## src/rtl/pipe_stage_reg_pkg.sv

```systemverilog
// Shared definitions for the elastic pipeline register.
//   WORD_WIDTH     : default payload width of the core datapath
//   ZeroWord       : all-zero word, the default reset payload
//   PIPE_MAX_DEPTH : largest supported number of register stages
//   slot_op_e      : per-slot command issued by the top-level control
package pipe_stage_reg_pkg;

  localparam int WORD_WIDTH     = 32;
  localparam int PIPE_MAX_DEPTH = 8;
  localparam logic [WORD_WIDTH-1:0] ZeroWord = 32'h0000_0000;

  // What a slot does at the next clock edge.
  typedef enum logic [1:0] {
    SLOT_HOLD  = 2'd0,  // keep valid bit and data
    SLOT_LOAD  = 2'd1,  // a valid entry moves in: capture data, set valid
    SLOT_DRAIN = 2'd2,  // the entry moves on with nothing replacing it
    SLOT_CLEAR = 2'd3   // flush: drop the entry, data left untouched
  } slot_op_e;

endpackage

```

## src/rtl/pipe_stage_slot.sv

```systemverilog
// One pipeline slot: a valid flop plus a DATA_WIDTH data register.
// Used for every register stage and for the optional skid entry.
// Ports:
//   clk     : core clock
//   rst     : synchronous active-high reset (valid=0, data=RST_VAL)
//   op_i    : command for this edge (hold / load / drain / clear)
//   data_i  : payload captured on SLOT_LOAD
//   valid_o : slot holds a valid entry
//   data_o  : payload held by the slot
module pipe_stage_slot
  import pipe_stage_reg_pkg::*;
#(
  parameter int                    DATA_WIDTH = WORD_WIDTH,
  parameter logic [DATA_WIDTH-1:0] RST_VAL    = {DATA_WIDTH{1'b0}}
) (
  input  logic                  clk,
  input  logic                  rst,
  input  slot_op_e              op_i,
  input  logic [DATA_WIDTH-1:0] data_i,
  output logic                  valid_o,
  output logic [DATA_WIDTH-1:0] data_o
);

  logic                  valid_q;
  logic [DATA_WIDTH-1:0] data_q;

  // Slot state: data changes only when a valid entry is loaded.
  always_ff @(posedge clk) begin
    if (rst) begin
      valid_q <= 1'b0;
      data_q  <= RST_VAL;
    end else begin
      case (op_i)
        SLOT_LOAD: begin
          valid_q <= 1'b1;
          data_q  <= data_i;
        end
        SLOT_DRAIN: valid_q <= 1'b0;
        SLOT_CLEAR: valid_q <= 1'b0;
        default:    valid_q <= valid_q;
      endcase
    end
  end

  assign valid_o = valid_q;
  assign data_o  = data_q;

endmodule

```

## src/rtl/pipe_stage_reg.sv

```systemverilog
// Elastic pipeline register: DEPTH stages of payload + valid with a
// valid/ready handshake on both sides, stall, synchronous flush and bubble
// collapsing (an empty stage pulls from a valid predecessor even while the
// output is stalled).
//
// Optional feature, macro PIPE_SKID_EN:
//   defined   - a one-entry skid slot sits in front of stage 0; in_ready comes
//               from the skid valid flop, so out_ready has no combinational
//               path to in_ready; capacity DEPTH+1.
//   undefined - in_ready is combinational through the advance chain from
//               out_ready; capacity DEPTH.
//
// Ports:
//   clk        : core clock
//   rst        : synchronous active-high reset, priority over flush
//   flush      : synchronous kill of all in-flight entries (input dropped)
//   in_valid   : upstream offers in_data
//   in_ready   : block accepts in_data this cycle
//   in_data    : upstream payload
//   out_valid  : out_data holds a valid entry
//   out_ready  : downstream takes out_data this cycle
//   out_data   : payload of the last stage
//   occupancy  : number of valid entries held (skid included)
module pipe_stage_reg
  import pipe_stage_reg_pkg::*;
#(
  parameter int                    DATA_WIDTH = WORD_WIDTH,
  parameter int                    DEPTH      = 1,
  parameter logic [DATA_WIDTH-1:0] RST_VAL    = {DATA_WIDTH{1'b0}}
) (
  input  logic                         clk,
  input  logic                         rst,
  input  logic                         flush,
  input  logic                         in_valid,
  output logic                         in_ready,
  input  logic [DATA_WIDTH-1:0]        in_data,
  output logic                         out_valid,
  input  logic                         out_ready,
  output logic [DATA_WIDTH-1:0]        out_data,
  output logic [$clog2(DEPTH+2)-1:0]   occupancy
);

  localparam int OCC_W = $clog2(DEPTH + 2);

  logic [DEPTH-1:0]      valid_s;
  logic [DATA_WIDTH-1:0] data_s [DEPTH];
  logic [DATA_WIDTH-1:0] din_s  [DEPTH];
  slot_op_e              op_s   [DEPTH];
  logic [DEPTH-1:0]      adv_s;
  logic [DEPTH-1:0]      load_s;
  logic                  s0_free_s;
  logic                  s0_load_s;
  logic [DATA_WIDTH-1:0] s0_din_s;
  logic                  in_fire_s;
  logic                  out_fire_s;
  logic [OCC_W-1:0]      occ_q;
  logic [OCC_W-1:0]      occ_d;

  // Advance chain, walked from the output back. 'blocked' means the stage
  // downstream of i can neither accept nor move on this cycle.
  always_comb begin
    logic blocked;
    adv_s   = {DEPTH{1'b0}};
    blocked = ~out_ready;
    for (int i = DEPTH - 1; i >= 0; i--) begin
      adv_s[i] = valid_s[i] & ~blocked;
      blocked  = valid_s[i] & blocked;
    end
  end

  assign s0_free_s  = ~valid_s[0] | adv_s[0];
  assign in_fire_s  = in_valid & in_ready;
  assign out_fire_s = valid_s[DEPTH-1] & out_ready;

`ifdef PIPE_SKID_EN
  logic                  skid_valid_s;
  logic [DATA_WIDTH-1:0] skid_data_s;
  slot_op_e              skid_op_s;

  pipe_stage_slot #(
    .DATA_WIDTH (DATA_WIDTH),
    .RST_VAL    (RST_VAL)
  ) u_skid (
    .clk     (clk),
    .rst     (rst),
    .op_i    (skid_op_s),
    .data_i  (in_data),
    .valid_o (skid_valid_s),
    .data_o  (skid_data_s)
  );

  // Skid control: an input accepted while stage 0 is blocked parks here and
  // is drained into stage 0 ahead of any new input.
  always_comb begin
    skid_op_s = SLOT_HOLD;
    if (flush) begin
      skid_op_s = SLOT_CLEAR;
    end else if (in_fire_s && !s0_free_s) begin
      skid_op_s = SLOT_LOAD;
    end else if (skid_valid_s && s0_free_s) begin
      skid_op_s = SLOT_DRAIN;
    end else begin
      skid_op_s = SLOT_HOLD;
    end
  end

  assign in_ready  = ~rst & ~flush & ~skid_valid_s;
  assign s0_load_s = s0_free_s & (skid_valid_s | in_fire_s);
  assign s0_din_s  = skid_valid_s ? skid_data_s : in_data;
`else
  assign in_ready  = ~rst & ~flush & s0_free_s;
  assign s0_load_s = in_fire_s;
  assign s0_din_s  = in_data;
`endif

  // Per-stage commands: flush wins, then load from predecessor, then drain.
  always_comb begin
    load_s    = {DEPTH{1'b0}};
    load_s[0] = s0_load_s;
    din_s[0]  = s0_din_s;
    for (int i = 1; i < DEPTH; i++) begin
      load_s[i] = adv_s[i-1];
      din_s[i]  = data_s[i-1];
    end
    for (int i = 0; i < DEPTH; i++) begin
      if (flush) begin
        op_s[i] = SLOT_CLEAR;
      end else if (load_s[i]) begin
        op_s[i] = SLOT_LOAD;
      end else if (adv_s[i]) begin
        op_s[i] = SLOT_DRAIN;
      end else begin
        op_s[i] = SLOT_HOLD;
      end
    end
  end

  for (genvar g = 0; g < DEPTH; g++) begin : g_stage
    pipe_stage_slot #(
      .DATA_WIDTH (DATA_WIDTH),
      .RST_VAL    (RST_VAL)
    ) u_slot (
      .clk     (clk),
      .rst     (rst),
      .op_i    (op_s[g]),
      .data_i  (din_s[g]),
      .valid_o (valid_s[g]),
      .data_o  (data_s[g])
    );
  end

  // Occupancy next value: net change of in/out transfers, zero on flush.
  always_comb begin
    if (flush) begin
      occ_d = {OCC_W{1'b0}};
    end else begin
      occ_d = occ_q + OCC_W'(in_fire_s) - OCC_W'(out_fire_s);
    end
  end

  // Occupancy register.
  always_ff @(posedge clk) begin
    if (rst) begin
      occ_q <= {OCC_W{1'b0}};
    end else begin
      occ_q <= occ_d;
    end
  end

  assign out_valid = valid_s[DEPTH-1];
  assign out_data  = data_s[DEPTH-1];
  assign occupancy = occ_q;

endmodule

```

## config.mk

```make
export PLATFORM = sky130hd
export DESIGN_NAME = pipe_stage_reg
export DESIGN_NICKNAME = d
export VERILOG_FILES = /design/src/rtl/pipe_stage_reg_pkg.sv /design/src/rtl/pipe_stage_slot.sv /design/src/rtl/pipe_stage_reg.sv
export SDC_FILE = /design/constraint.sdc
export NUM_CORES = 1
export LEC_CHECK = 0
export CAP_MARGIN = 20
export CORE_UTILIZATION = 30
export DETAILED_ROUTE_END_ITERATION = 6
export PLACE_DENSITY = 0.73
export SKIP_CTS_REPAIR_TIMING = 1
export SYNTH_ARGS = -nofsm -noshare
export SYNTH_HDL_FRONTEND = slang
export SYNTH_SLANG_ARGS = --single-unit
```

## constraint.sdc

```tcl
create_clock -name clk -period 2.45 [get_ports clk]
set_input_delay 0.735 -clock clk [delete_from_list [all_inputs] [get_ports clk]]
set_output_delay 0.735 -clock clk [all_outputs]
set_load 0.05 [all_outputs]
```

# Yosys cells after proc, flatten, opt, wreduce, memory -nomap -nowiden
# Cells that the tools add are included.
# totals
regBits	35
latch_bits	0
ram_bits	0
romBits	0
elab_cells	23
memories	0
# classes
add_sub_neg	2
multipliers	0
n_div	0
n_lt_le_gt_ge	0
eq_ne	3
shift	0
mux	4
n_bitwise	8
n_reduce_logical	3
# op_table
cell	count
2-bit 2-to-1 mux	3
1-bit bitwise AND	4
2-bit equality test (second input constant)	2
2-bit OR reduction	2
1-bit NOT	3
2-bit by 1-bit adder with 2-bit output	1
2-bit by 1-bit equality test with 1-bit output (second input constant)	1
1-bit one-hot mux with 2 select lines	1
2-bit nonzero test	1
2-bit by 1-bit subtractor with 2-bit output	1
1-bit bitwise OR	1

# Longest topological paths before layout
# Gate-level depths: netlist (run 1).
# depth
depth_word	9
depth_mapped	10
depth_no_buf	9

# Modules after synthesis
# Synthesis (run 1) repeated with hierarchy kept, for this count alone.
# hier_totals
cells_unflattened	164
area_unflattened_um2	1654.1
# modules_own_cells
module	n_inst	cells_each	area_per_inst_um2	seq_area_each_um2
pipe_stage_slot	1	148	1500.2	660.6
pipe_stage_reg	1	16	153.9	40.0

# Least setup slack after synthesis (run 1)
# OpenSTA, ideal clock, no wires.
# synth_path
path_type	input to register
startpoint	input flush
endpoint	register occ_q[1] (netlist: occupancy[1])
setup_time_ns	0.115
arrival_time_ns	2.620
required_time_ns	2.335
path_slack_ns	-0.285
stages	9
path_buffers	1
cell_sequence	buf_2 nor3_2 nand2_1 ha_1 inv_1 ha_1 xnor2_1 xnor2_1 and2_1
# synth_between
elab_chain_len	6
elab_cells_between_ends	7
classes_between	2 x add/sub; 4 x bitwise; 1 x reduce/logical
# synth_lines
element	line_no	text
start: declaration	pipe_stage_reg.sv:33	input logic flush,
1-bit NOT	pipe_stage_reg.sv:111	assign in_ready = ~rst & ~flush & s0_free_s;
1-bit bitwise AND (2 in a row)	pipe_stage_reg.sv:111	
via in_ready	pipe_stage_reg.sv:35	output logic in_ready,
1-bit bitwise AND	pipe_stage_reg.sv:72	assign in_fire_s = in_valid & in_ready;
2-bit by 1-bit adder with 2-bit output	pipe_stage_reg.sv:157	occ_d = occ_q + OCC_W'(in_fire_s) - OCC_W'(out_fire_s);
2-bit by 1-bit subtractor with 2-bit output	pipe_stage_reg.sv:157	
end signal: assignment	pipe_stage_reg.sv:164	occ_q <= {OCC_W{1'b0}};
end: declaration	pipe_stage_reg.sv:56	logic [OCC_W-1:0] occ_q;
# The timed path passes the listed nets, and every way through them passes these cells.
# A chain may end at the register's enable or synchronous reset.

# Worst setup path in the final report (run 1)
# layout_path
startpoint	register g_stage[0].u_slot.valid_q
endpoint	output out_valid
# layout_lines
element	line_no	text
start: declaration	pipe_stage_slot.sv:24	logic valid_q;
start signal: assignment	pipe_stage_slot.sv:40	default: valid_q <= valid_q;
end: declaration	pipe_stage_reg.sv:37	output logic out_valid,
# No word-level cell between the ends.

==> reports/metrics.csv, run 1 <==
stage,metric,value,unit
routing,drtIter0Drc,64,
clocking,cts_buffers,5,
placement,dp_cells,305,
run,max-cap-violations,0,
placement,dpl.hpwl,3113,um
worst_setup_path,worstPathRequired,1.71,ns
worst_setup_path,critPathBufInv,1,
routing,wl_per_cell,14.85,um
sta,tightestPinTransition,0.7794,ns
sta,rsz0062_at_grt,no,
worst_setup_path,cpMaxStageDelayCell,clkdlybuf4s50_1,
clocking,clock-sinks,35,
global_route,grt-ovfl-total,0,
layout,final_area,2512,sq um
global_route,grt_start_max_net_pins,36,
pwr,fin_total_pwr,1.387,mW
floorplan,fp.dieArea,5622,sq um
layout,area_growth,57.24,%
global_route,antenna_found_initial,0,
yosys,synth-seq-area-share,43.85,%
pwr,p_leak,1.057,nW
hold_path,min_path_type,flop to flop,
pwr,power.density,552.0,nW/um^2
placement,routabilityCongestion,0.7151,
clocking,clkTransAtPathRegs,0.07,ns
yosys,synth_nets,209,
global_route,grt_use_total,17.46,%
layout,num_antenna_cells,0,
clocking,cts_tree,done,
sta,layout_setup_ws,0.2128,ns
yosys,ys_types,20,
layout,fin_cells,312,
floorplan,dieHeight,74.98,um
clocking,h-tree-depth,2,
worst_setup_path,critical_path_arrival,1.50,ns
pwr,ir_drop,0.0003334,V
clocking,cts_root_buf,clkbuf_8,
placement,dpl_worst_slack,-0.1911,ns
sta,fmax,447.0,MHz
pwr,p_seq_share,44.2,%
worst_setup_path,worstSetupPathType,flop to output port,
worst_setup_path,critical_path.max_stage_delay,0.83,ns
worst_setup_path,crit_family,buffers and inverters,
global_route,grt_pass1_vias,1546,
pwr,p_int,0.9621,mW
floorplan,boundaryPins,73,
placement,dpl_cell_area,2417,sq um
worst_setup_path,cp-start-kind,flop,
worst_setup_path,endpoint_kind,output port,
sta,fin_hold_ws,0.4647,ns
yosys,synthCells,170,
outcome,status,"complete, no violations",
clocking,clock_path_buffers,2,
floorplan,die_x,74.98,um
sta,clock_skew,0.001707,ns
routing,dr.pass1.iters,4,
floorplan,rows,26,
layout,layout_commonest_cell,clkdlybuf4s50_1,
worst_setup_path,path_max_fanout,5,
placement,numPortBuffers,72,
sta,finalSetupViolations,0,
routing,drc,0,
global_route,grt_pass1_wl,7465,um
layout,final_cell_mix,"clkdlybuf4s50_1 (68), dfxtp_1 (35), nand2_1 (33)",
yosys,synth-seq-cells,35,
sta,layout_min_cycle_time,2.237,ns
routing,via_count,1611,
layout,final_nets,281,
yosys,mappedNetlistArea,1598,sq um
layout,drive_gt1_share,11.57,%
sta,hold_viol_final,0,
pwr,switching_share,30.62,%
routing,viasPerCell,5.163,
routing,routed_wl,4634,um
floorplan,coreArea,5107,sq um
pwr,combPwrFrac,24.9,%
clocking,insertion_delay,0.28,ns
yosys,yosys_warnings,0,
yosys,syn_area_per_cell,9.399,sq um
pwr,clockPowerShare,30.9,%
sta,fin_crit_sh,91.31,%
floorplan,initial_core_util,31.28,%
worst_setup_path,crit_path_cell_trace,clkdlybuf4s50_1,
sta,slew_headroom,47.92,%
pwr,switchingPower,0.4247,mW
routing,ant_nets,0,
sta,final_max_slew_viol_count,0,
## per-layer routing
layer / wire length [um] / vias up / GRT usage (%)
li1: - / 796 / -
met2: 2274 / 51 / 28.73
met1: 2081 / 757 / 22.23
met4: 38 / 0 / 5.660
met3: 239 / 7 / 4.685
met5: 0 / - / 0
## synthesized netlist by cell type
| master | count | area [sq um] |
|---|---|---|
| o21ai_0 | 1 | 5.000 |
| nor2_1 | 1 | 3.750 |
| o311ai_1 | 30 | 262.8 |
| nor2_4 | 1 | 11.26 |
| o311ai_0 | 2 | 17.52 |
| nand4_1 | 32 | 200.2 |
| nand2b_1 | 1 | 6.260 |
| buf_6 | 6 | 67.56 |
| nand2_1 | 33 | 123.9 |
| buf_4 | 3 | 22.52 |
| dfxtp_1 | 35 | 700.7 |
| nor2b_4 | 1 | 13.76 |
| buf_2 | 12 | 60.06 |
| inv_1 | 2 | 7.510 |
| nand2b_4 | 1 | 13.76 |
| xnor2_1 | 2 | 17.52 |
| and2_1 | 3 | 18.77 |
| ha_1 | 2 | 25.02 |
| nor3_2 | 1 | 10.01 |
| and2b_4 | 1 | 10.01 |
## registers in the layout (all words and copies together) (netlist names)
signal                  cells
occupancy                   2
g_stage.u_slot.data_o      32
g_stage.u_slot.valid_o      1
## worst min-delay path: stages, from the launching register on
cell	delay [ns]
dfxtp_1	0.31
o311ai_1	0.06
nand2_1	0.05
## cell families after synthesis
kind of cell,share of synthesized area [%]
compound gates,17.85
xor+xnor,1.097
fa+ha+maj,1.566
buf+inv,9.867
flops,43.85
simple gates,25.76
## path summary, 6_finish.rpt
| path | depth (start not counted) | to | from | slack, ns |
|---|---|---|---|---|
| setup / recovery | 1 | out_valid | g_stage[0].u_slot.valid_o$_SDFFE_PP0P_ | 0.21 |
| hold / removal | 2 | g_stage[0].u_slot.data_o[26]$_SDFFE_PP0N_ | g_stage[0].u_slot.data_o[26]$_SDFFE_PP0N_ | 0.46 |
| setup reg to reg | 8 | g_stage[0].u_slot.data_o[25]$_SDFFE_PP0N_ | g_stage[0].u_slot.valid_o$_SDFFE_PP0P_ | 0.68 |
| hold reg to reg | 2 | g_stage[0].u_slot.data_o[26]$_SDFFE_PP0N_ | g_stage[0].u_slot.data_o[26]$_SDFFE_PP0N_ | 0.46 |
## through the flow
step | setup TNS (ns) | util, %
after floorplan | 0 | -
after global routing | 0 | 49.19
final | 0 | 49.19
after detailed placement | -5.352 | 47.33
after CTS | -0.07613 | 49.04
after global placement | -2.916 | 47.33
## area by class of cell
cell class              count  area (sq um)
clock buffers               6         82.58
clock inverters             1         5.005
fillers                   521          2595
inverters                   2         7.507
multi-input cells         112         748.2
flip-flops and latches     35         700.7
well taps                  70         87.58
repair buffers             86         880.8
## power groups by stage
| stage | Sequential (mW) | Combinational, mW | Clock, mW |
|---|---|---|---|
| final | 0.613 | 0.345 | 0.428 |
| after global placement | 0.625 | 0.343 | 0 |
| after floorplan | 0.722 | 0.0974 | 0 |
| after CTS | 0.613 | 0.348 | 0.441 |
| after detailed placement | 0.626 | 0.347 | 0 |
| after global routing | 0.617 | 0.367 | 0.471 |
Note: power is estimated with default switching activity, not from simulation.
==> run 2: changes to the inputs <==
- SYNTH_HIERARCHICAL: default -> 1
==> reports/metrics.csv, run 2 <==
stage,metric,value,unit,change
sta,fin_crit_sh,97.60,%,+6.3 points
layout,final_cell_mix,"clkdlybuf4s50_1 (71), dfxtp_1 (35), nand2b_1 (32), nand4bb_1 (32), o21ai_1 (31)",,
floorplan,fp.dieArea,5815,sq um,+3.4%
clocking,cts_buffers,5,,unchanged
sta,fmax,418.2,MHz,-6.4%
layout,drive_gt1_share,9.746,%,-1.8 points
global_route,grt_use_total,14.08,%,-3.4 points
hold_path,min_path_type,flop to flop,,
worst_setup_path,rr_startpoint,g_stage[0].u_slot/valid_o$_SDFFE_PP0P_,,
routing,wl_per_cell,12.66,um,-15%
routing,dr.pass1.iters,2,,-2
yosys,synth_edf_count,0,,unchanged
yosys,synth_most_common_cell,dfxtp_1,,
clocking,h-tree-depth,2,,unchanged
worst_setup_path,cp-start-kind,input port,,
yosys,synth_common_cells,"dfxtp_1 (35), nand2b_1 (33), nand4bb_1 (32)",,
yosys,mappedNetlistArea,1654,sq um,+3.5%
floorplan,die_x,76.26,um,+1.7%
worst_setup_path,critical_path_arrival,1.66,ns,+0.16 ns
worst_setup_path,crit_family,buffers and inverters,,
worst_setup_path,critical_path.max_stage_delay,0.44,ns,-0.39 ns
run,max-cap-violations,0,,unchanged
outcome,status,"complete, no violations",,
sta,slew_headroom,65.01,%,+17 points
yosys,async_flop_share,0,%,unchanged
yosys,synth-seq-cells,35,,unchanged
layout,seq_area,700.7,sq um,unchanged
worst_setup_path,path_max_fanout,3,,-2
layout,area_growth,54.61,%,
layout,num_antenna_cells,0,,unchanged
yosys,synth_top_area_share,42.36,%,-1.5 points
layout,largest_reg_flops,32,,unchanged
global_route,grt-ovfl-total,0,,unchanged
layout,fill_cells,514,,-1.3%
clocking,cts_tree,done,,
sta,layout_min_cycle_time,2.391,ns,+0.1540 ns
routing,drc,0,,unchanged
clocking,cts_root_buf,clkbuf_8,,
yosys,yosysTopAreaCell,dfxtp_1,,
sta,rsz0062_at_grt,no,,
yosys,synth_nets,203,,-2.9%
clocking,clkTransAtPathRegs,0.07,ns,about the same
worst_setup_path,crit_path_cell_trace,"clkdlybuf4s50_1, nor2_2, and2_1, buf_6",,
global_route,grt_start_max_net_pins,68,,+89%
yosys,yosys_warnings,6,,+6
worst_setup_path,cp_num_cells,4,,+3
pwr,ir_drop,0.0002062,V,-38%
sta,clock_skew,0.001339,ns,-0.0003680 ns
hold_path,worstHoldStart,g_stage[0].u_slot/data_o[9]$_SDFFE_PP0N_,,
placement,dpl.hpwl,2611,um,-16%
worst_setup_path,ff2ff_setup_slack,0.84,ns,+0.16 ns
floorplan,initial_core_util,31.78,%,+0.50 points
placement,dp_cells,299,,-2.0%
routing,viasPerCell,4.654,,-9.9%
routing,drtIter0Drc,57,,-11%
placement,routabilityCongestion,0.7482,,+4.6%
layout,fin_cells,306,,-1.9%
hold_path,hold_depth,2,,unchanged
worst_setup_path,cpMaxStageDelayCell,clkdlybuf4s50_1,,
floorplan,rows,26,,unchanged
floorplan,dieHeight,76.26,um,+1.7%
layout,final_area,2557,sq um,+1.8%
worst_setup_path,r2r-end,g_stage[0].u_slot/data_o[4]$_SDFFE_PP0N_,,
yosys,synthCells,164,,-3.5%
sta,finalSetupViolations,0,,unchanged
hold_path,min_to,g_stage[0].u_slot/data_o[9]$_SDFFE_PP0N_,,
yosys,synthFlopType,dfxtp_1,,
sta,tightestPinTransition,0.5233,ns,-0.2562 ns
layout,layout_commonest_cell,clkdlybuf4s50_1,,
routing,routed_wl,3873,um,-16%
sta,hold_viol_final,0,,unchanged
sta,fin_hold_ws,0.4611,ns,-0.003629 ns
yosys,ys_types,20,,unchanged
routing,via_count,1424,,-12%
placement,dpl_cell_area,2456,sq um,+1.6%
layout,multi_input_area,859.6,sq um,+15%
global_route,antenna_found_initial,0,,unchanged
pwr,power.density,554.9,nW/um^2,+0.52%
clocking,insertion_delay,0.27,ns,about the same
clocking,clock_path_buffers,2,,unchanged
worst_setup_path,reg2reg_depth,6,,-2
yosys,synth-seq-area-share,42.36,%,-1.5 points
clocking,clock-sinks,35,,unchanged
pwr,p_leak,0.9013,nW,-15%
yosys,syn_area_per_cell,10.09,sq um,+7.3%
yosys,yosys-top-cells-area,"dfxtp_1 (42%), nand4bb_1 (22%), nand2b_1 (12%), o21ai_1 (9.4%), buf_2 (2.4%)",,
floorplan,coreArea,5205,sq um,+1.9%
global_route,grt_pass1_vias,1368,,-12%
layout,final_nets,275,,-2.1%
worst_setup_path,critPathBufInv,2,,+1
sta,final_max_slew_viol_count,0,,unchanged
routing,ant_nets,0,,unchanged
layout,finalCoreUtilization,49.13,%,-0.057 points
global_route,grt_pass1_wl,6617,um,-11%
worst_setup_path,worstSetupPathType,input port to output port,,
worst_setup_path,critical_path.startpoint,rst,,
worst_setup_path,endpoint_kind,output port,,
floorplan,boundaryPins,73,,unchanged
worst_setup_path,worstPathRequired,1.71,ns,about the same
placement,numPortBuffers,72,,unchanged
==> run 2: cell types whose count changed after synthesis, sizes merged, moves of 2 or more <==
| cell | change |
|---|---|
| nand4bb | +32 |
| clkbuf | +3 |
| nand2b | +31 |
| nand2 | -33 |
| o21ai | +31 |
| nand4 | -32 |
| xnor2 | -2 |
| buf | -8 |
| o311ai | -32 |
==> run 2: worst reg2reg max path, delay by kind of cell (launching register included) <==
kind / cells / cell delay [ns]
AOI/OAI and AO/OA: 1 / 0.08
adders and majority gates: 1 / 0.21
buffers and inverters: 1 / 0.16
DFF: 1 / 0.36
and+or+nand+nor: 3 / 0.68
==> run 2: cell families (layout without fill, tap and decap cells) <==
family / after synthesis / after routing / share of synthesized area (%)
AOI/OAI and AO/OA: 33 / 33 / 10.21
xor gates and xnor gates: 1 / 1 / 1.361
adders and majority gates: 2 / 2 / 1.513
buffers and inverters: 18 / 90 / 6.278
DFF: 35 / 35 / 42.36
and+or+nand+nor: 75 / 75 / 38.28
==> run 2: metal layers <==
metal  vias up  routed length (um)  track usage [%]
met5         -                   0                0
met4         0                  26            3.462
met3         4                 192            4.072
met2        46                1760            21.35
met1       652                1893            19.50
li1        722                   -                -
==> run 2: power by group <==
group | leakage [nW] | internal [mW] | switching [mW]
clock | 0.0470 | 0.220 | 0.195
sequential | 0.287 | 0.603 | 0.0195
combinational | 0.567 | 0.175 | 0.207
==> run 2: worst max path at each step <==
stage          slack, ns                                        end
4_1_cts             0.02                                   in_ready
6_report            0.06                                   in_ready
2_1_floorplan       0.42                                   in_ready
5_1_grt             0.03                                   in_ready
3_3_place_gp       -0.06  g_stage[0].u_slot/data_o[28]$_SDFFE_PP0N_
3_5_place_dp       -0.07  g_stage[0].u_slot/data_o[25]$_SDFFE_PP0N_
==> run 2: stage by stage <==
stage / setup TNS (ns) / worst slack [ns] / power [mW]
2_1_floorplan: 0 / 0.4167 / 0.8591
3_3_place_gp: -1.351 / -0.06393 / 1.014
3_5_place_dp: -1.870 / -0.06844 / 1.015
4_1_cts: 0 / 0.02366 / 1.436
5_1_grt: 0 / 0.02556 / 1.494
6_report: 0 / 0.05875 / 1.419
==> run 2: area by class of cell <==
class | instances | share of cell area (%)
Inverter | 2 | 0.2935
Sequential cell | 35 | 27.40
Multi-Input combinational cell | 111 | 33.61
Clock inverter | 1 | 0.1957
Clock buffer | 6 | 3.229
Tap cell | 70 | 3.425
Timing Repair Buffer | 81 | 31.85
==> run 3: changes to the inputs <==
- DONT_BUFFER_PORTS: default -> 1
- PLACE_DENSITY: 0.73 -> 0.56
- SKIP_LAST_GASP: default -> 1
==> reports/metrics.csv, run 3 (synthesis results as in run 2) <==
stage,metric,value,unit,change
hold_path,hold_depth,1,,-1
floorplan,coreArea,5205,sq um,unchanged
layout,seq_area,700.7,sq um,unchanged
placement,dpl_cell_area,1698,sq um,-31%
placement,routabilityCongestion,0.6707,,-10%
floorplan,fp.dieArea,5815,sq um,unchanged
global_route,grt_pass1_vias,1197,,-13%
global_route,met1_usage,14.70,%,-4.8 points
sta,fin_hold_ws,0.5205,ns,+0.05944 ns
clocking,h-tree-depth,2,,unchanged
floorplan,rows,26,,unchanged
global_route,grt_use_total,13.16,%,-0.92 points
layout,final_nets,201,,-27%
sta,clock_skew,0.001807,ns,+0.0004685 ns
sta,finalSetupViolations,0,,unchanged
sta,rsz0062_at_grt,no,,
hold_path,min_to,occupancy[1]$_SDFF_PP0_,,
floorplan,initial_core_util,31.78,%,unchanged
run,max-cap-violations,0,,unchanged
worst_setup_path,critical_path_arrival,1.38,ns,-0.28 ns
layout,area_growth,7.035,%,
worst_setup_path,crit_family,simple AND/OR/NAND/NOR gates,,
layout,fill_cells,549,,+6.8%
clocking,cts_buffers,5,,unchanged
worst_setup_path,worstSetupPathType,input port to output port,,
floorplan,boundaryPins,73,,unchanged
clocking,clock_path_buffers,2,,unchanged
layout,final_cell_mix,"dfxtp_1 (35), nand2b_1 (33), nand4bb_1 (32)",,
sta,layout_setup_ws,0.3387,ns,+0.2800 ns
placement,numPortBuffers,0,,-100%
worst_setup_path,worstPathRequired,1.71,ns,about the same
global_route,grt_pass1_wl,6065,um,-8.3%
sta,hold_viol_final,0,,unchanged
worst_setup_path,reg2reg_depth,7,,+1
worst_setup_path,critPathBufInv,0,,-2
floorplan,dieHeight,76.26,um,unchanged
sta,fmax,473.6,MHz,+13%
worst_setup_path,endpoint_kind,output port,,
layout,finalCoreUtilization,34.01,%,-15 points
global_route,grt-ovfl-total,0,,unchanged
hold_path,worstHoldStart,flush,,
sta,fin_crit_sh,86.17,%,-11 points
global_route,met3_usage,5.269,%,+1.2 points
pwr,clockPowerShare,29.9,%,+0.6 points
outcome,status,"complete, no violations",,
global_route,met2_usage,21.80,%,+0.45 points
worst_setup_path,crit_path_cell_trace,"nor2_1, and2_1",,
placement,dpl_worst_slack,0.2521,ns,+0.3205 ns
routing,viasPerCell,5.121,,+10%
routing,dr.pass1.iters,4,,+2
clocking,cts_root_buf,clkbuf_8,,
routing,drtIter0Drc,31,,-46%
routing,drc,0,,unchanged
layout,fin_cells,231,,-25%
global_route,antenna_found_initial,0,,unchanged
sta,fin_tns_setup,0,ns,unchanged
global_route,grt_start_max_net_pins,69,,+1.5%
worst_setup_path,rr_startpoint,g_stage[0].u_slot/valid_o$_SDFFE_PP0P_,,
routing,ant_nets,0,,unchanged
layout,num_antenna_cells,0,,unchanged
pwr,p_int,0.8552,mW,-14%
clocking,clock-sinks,35,,unchanged
clocking,insertion_delay,0.27,ns,about the same
global_route,grt-busiest-layer,met2,,
worst_setup_path,ff2ff_setup_slack,0.76,ns,-0.08 ns
sta,tightestPinTransition,0.5430,ns,+0.01969 ns
placement,dp_cells,225,,-25%
routing,wl_per_cell,16.35,um,+29%
pwr,fin_total_pwr,1.228,mW,-13%
pwr,switching_share,30.35,%,+0.67 points
clocking,cts_tree,done,,
worst_setup_path,path_max_fanout,68,,+65
placement,dpl.hpwl,2528,um,-3.2%
sta,final_max_slew_viol_count,0,,unchanged
layout,drive_gt1_share,9.938,%,+0.19 points
layout,layout_commonest_cell,dfxtp_1,,
routing,routed_wl,3778,um,-2.5%
hold_path,min_path_type,input port to flop,,
clocking,clkTransAtPathRegs,0.06,ns,about the same
pwr,p_leak,0.5997,nW,-33%
pwr,combPwrFrac,10.1,%,-17 points
layout,final_area,1770,sq um,-31%
worst_setup_path,cpMaxStageDelayCell,and2_1,,
floorplan,die_x,76.26,um,unchanged
pwr,switchingPower,0.3726,mW,-12%
layout,multi_input_area,849.6,sq um,-1.2%
pwr,p_seq_share,60.0,%,+16 points
worst_setup_path,critical_path.max_stage_delay,0.48,ns,+0.04 ns
pwr,power.density,693.5,nW/um^2,+25%
routing,via_count,1183,,-17%
sta,layout_min_cycle_time,2.111,ns,-0.2800 ns
worst_setup_path,cp-start-kind,input port,,
worst_setup_path,r2r-end,g_stage[0].u_slot/data_o[24]$_SDFFE_PP0N_,,
layout,largest_reg_flops,32,,unchanged
sta,slew_headroom,63.75,%,-1.3 points
pwr,ir_drop,0.0002300,V,+12%
-- run 3: worst max path at each step --
stage	from	end	slack, ns	cells after the start
2_1_floorplan	rst	in_ready	0.42	2
3_3_place_gp	rst	g_stage[0].u_slot/data_o[19]$_SDFFE_PP0N_	0.35	7
3_5_place_dp	rst	g_stage[0].u_slot/data_o[24]$_SDFFE_PP0N_	0.25	7
4_1_cts	rst	in_ready	0.35	2
5_1_grt	rst	in_ready	0.34	2
6_report	rst	in_ready	0.34	2
-- run 3: final cells by class --
| type | count | area share, % |
|---|---|---|
| flip-flops and latches | 35 | 39.58 |
| inverters | 2 | 0.4240 |
| clock buffers | 6 | 4.099 |
| well taps | 70 | 4.947 |
| repair buffers | 7 | 2.968 |
| multi-input cells | 111 | 47.99 |
-- run 3: per-layer routing --
metal | vias to the layer above | wire (um)
met4 | 0 | 44
met3 | 4 | 248
met2 | 42 | 1912
met5 | - | 0
met1 | 562 | 1572
li1 | 575 | -
-- run 3: power groups by stage --
stage	logic [mW]	registers (mW)	clock network, mW
after floorplan	0.112	0.747	0
after global placement	0.119	0.749	0
after detailed placement	0.126	0.750	0
after CTS	0.127	0.737	0.396
after global routing	0.137	0.740	0.423
final	0.124	0.737	0.367
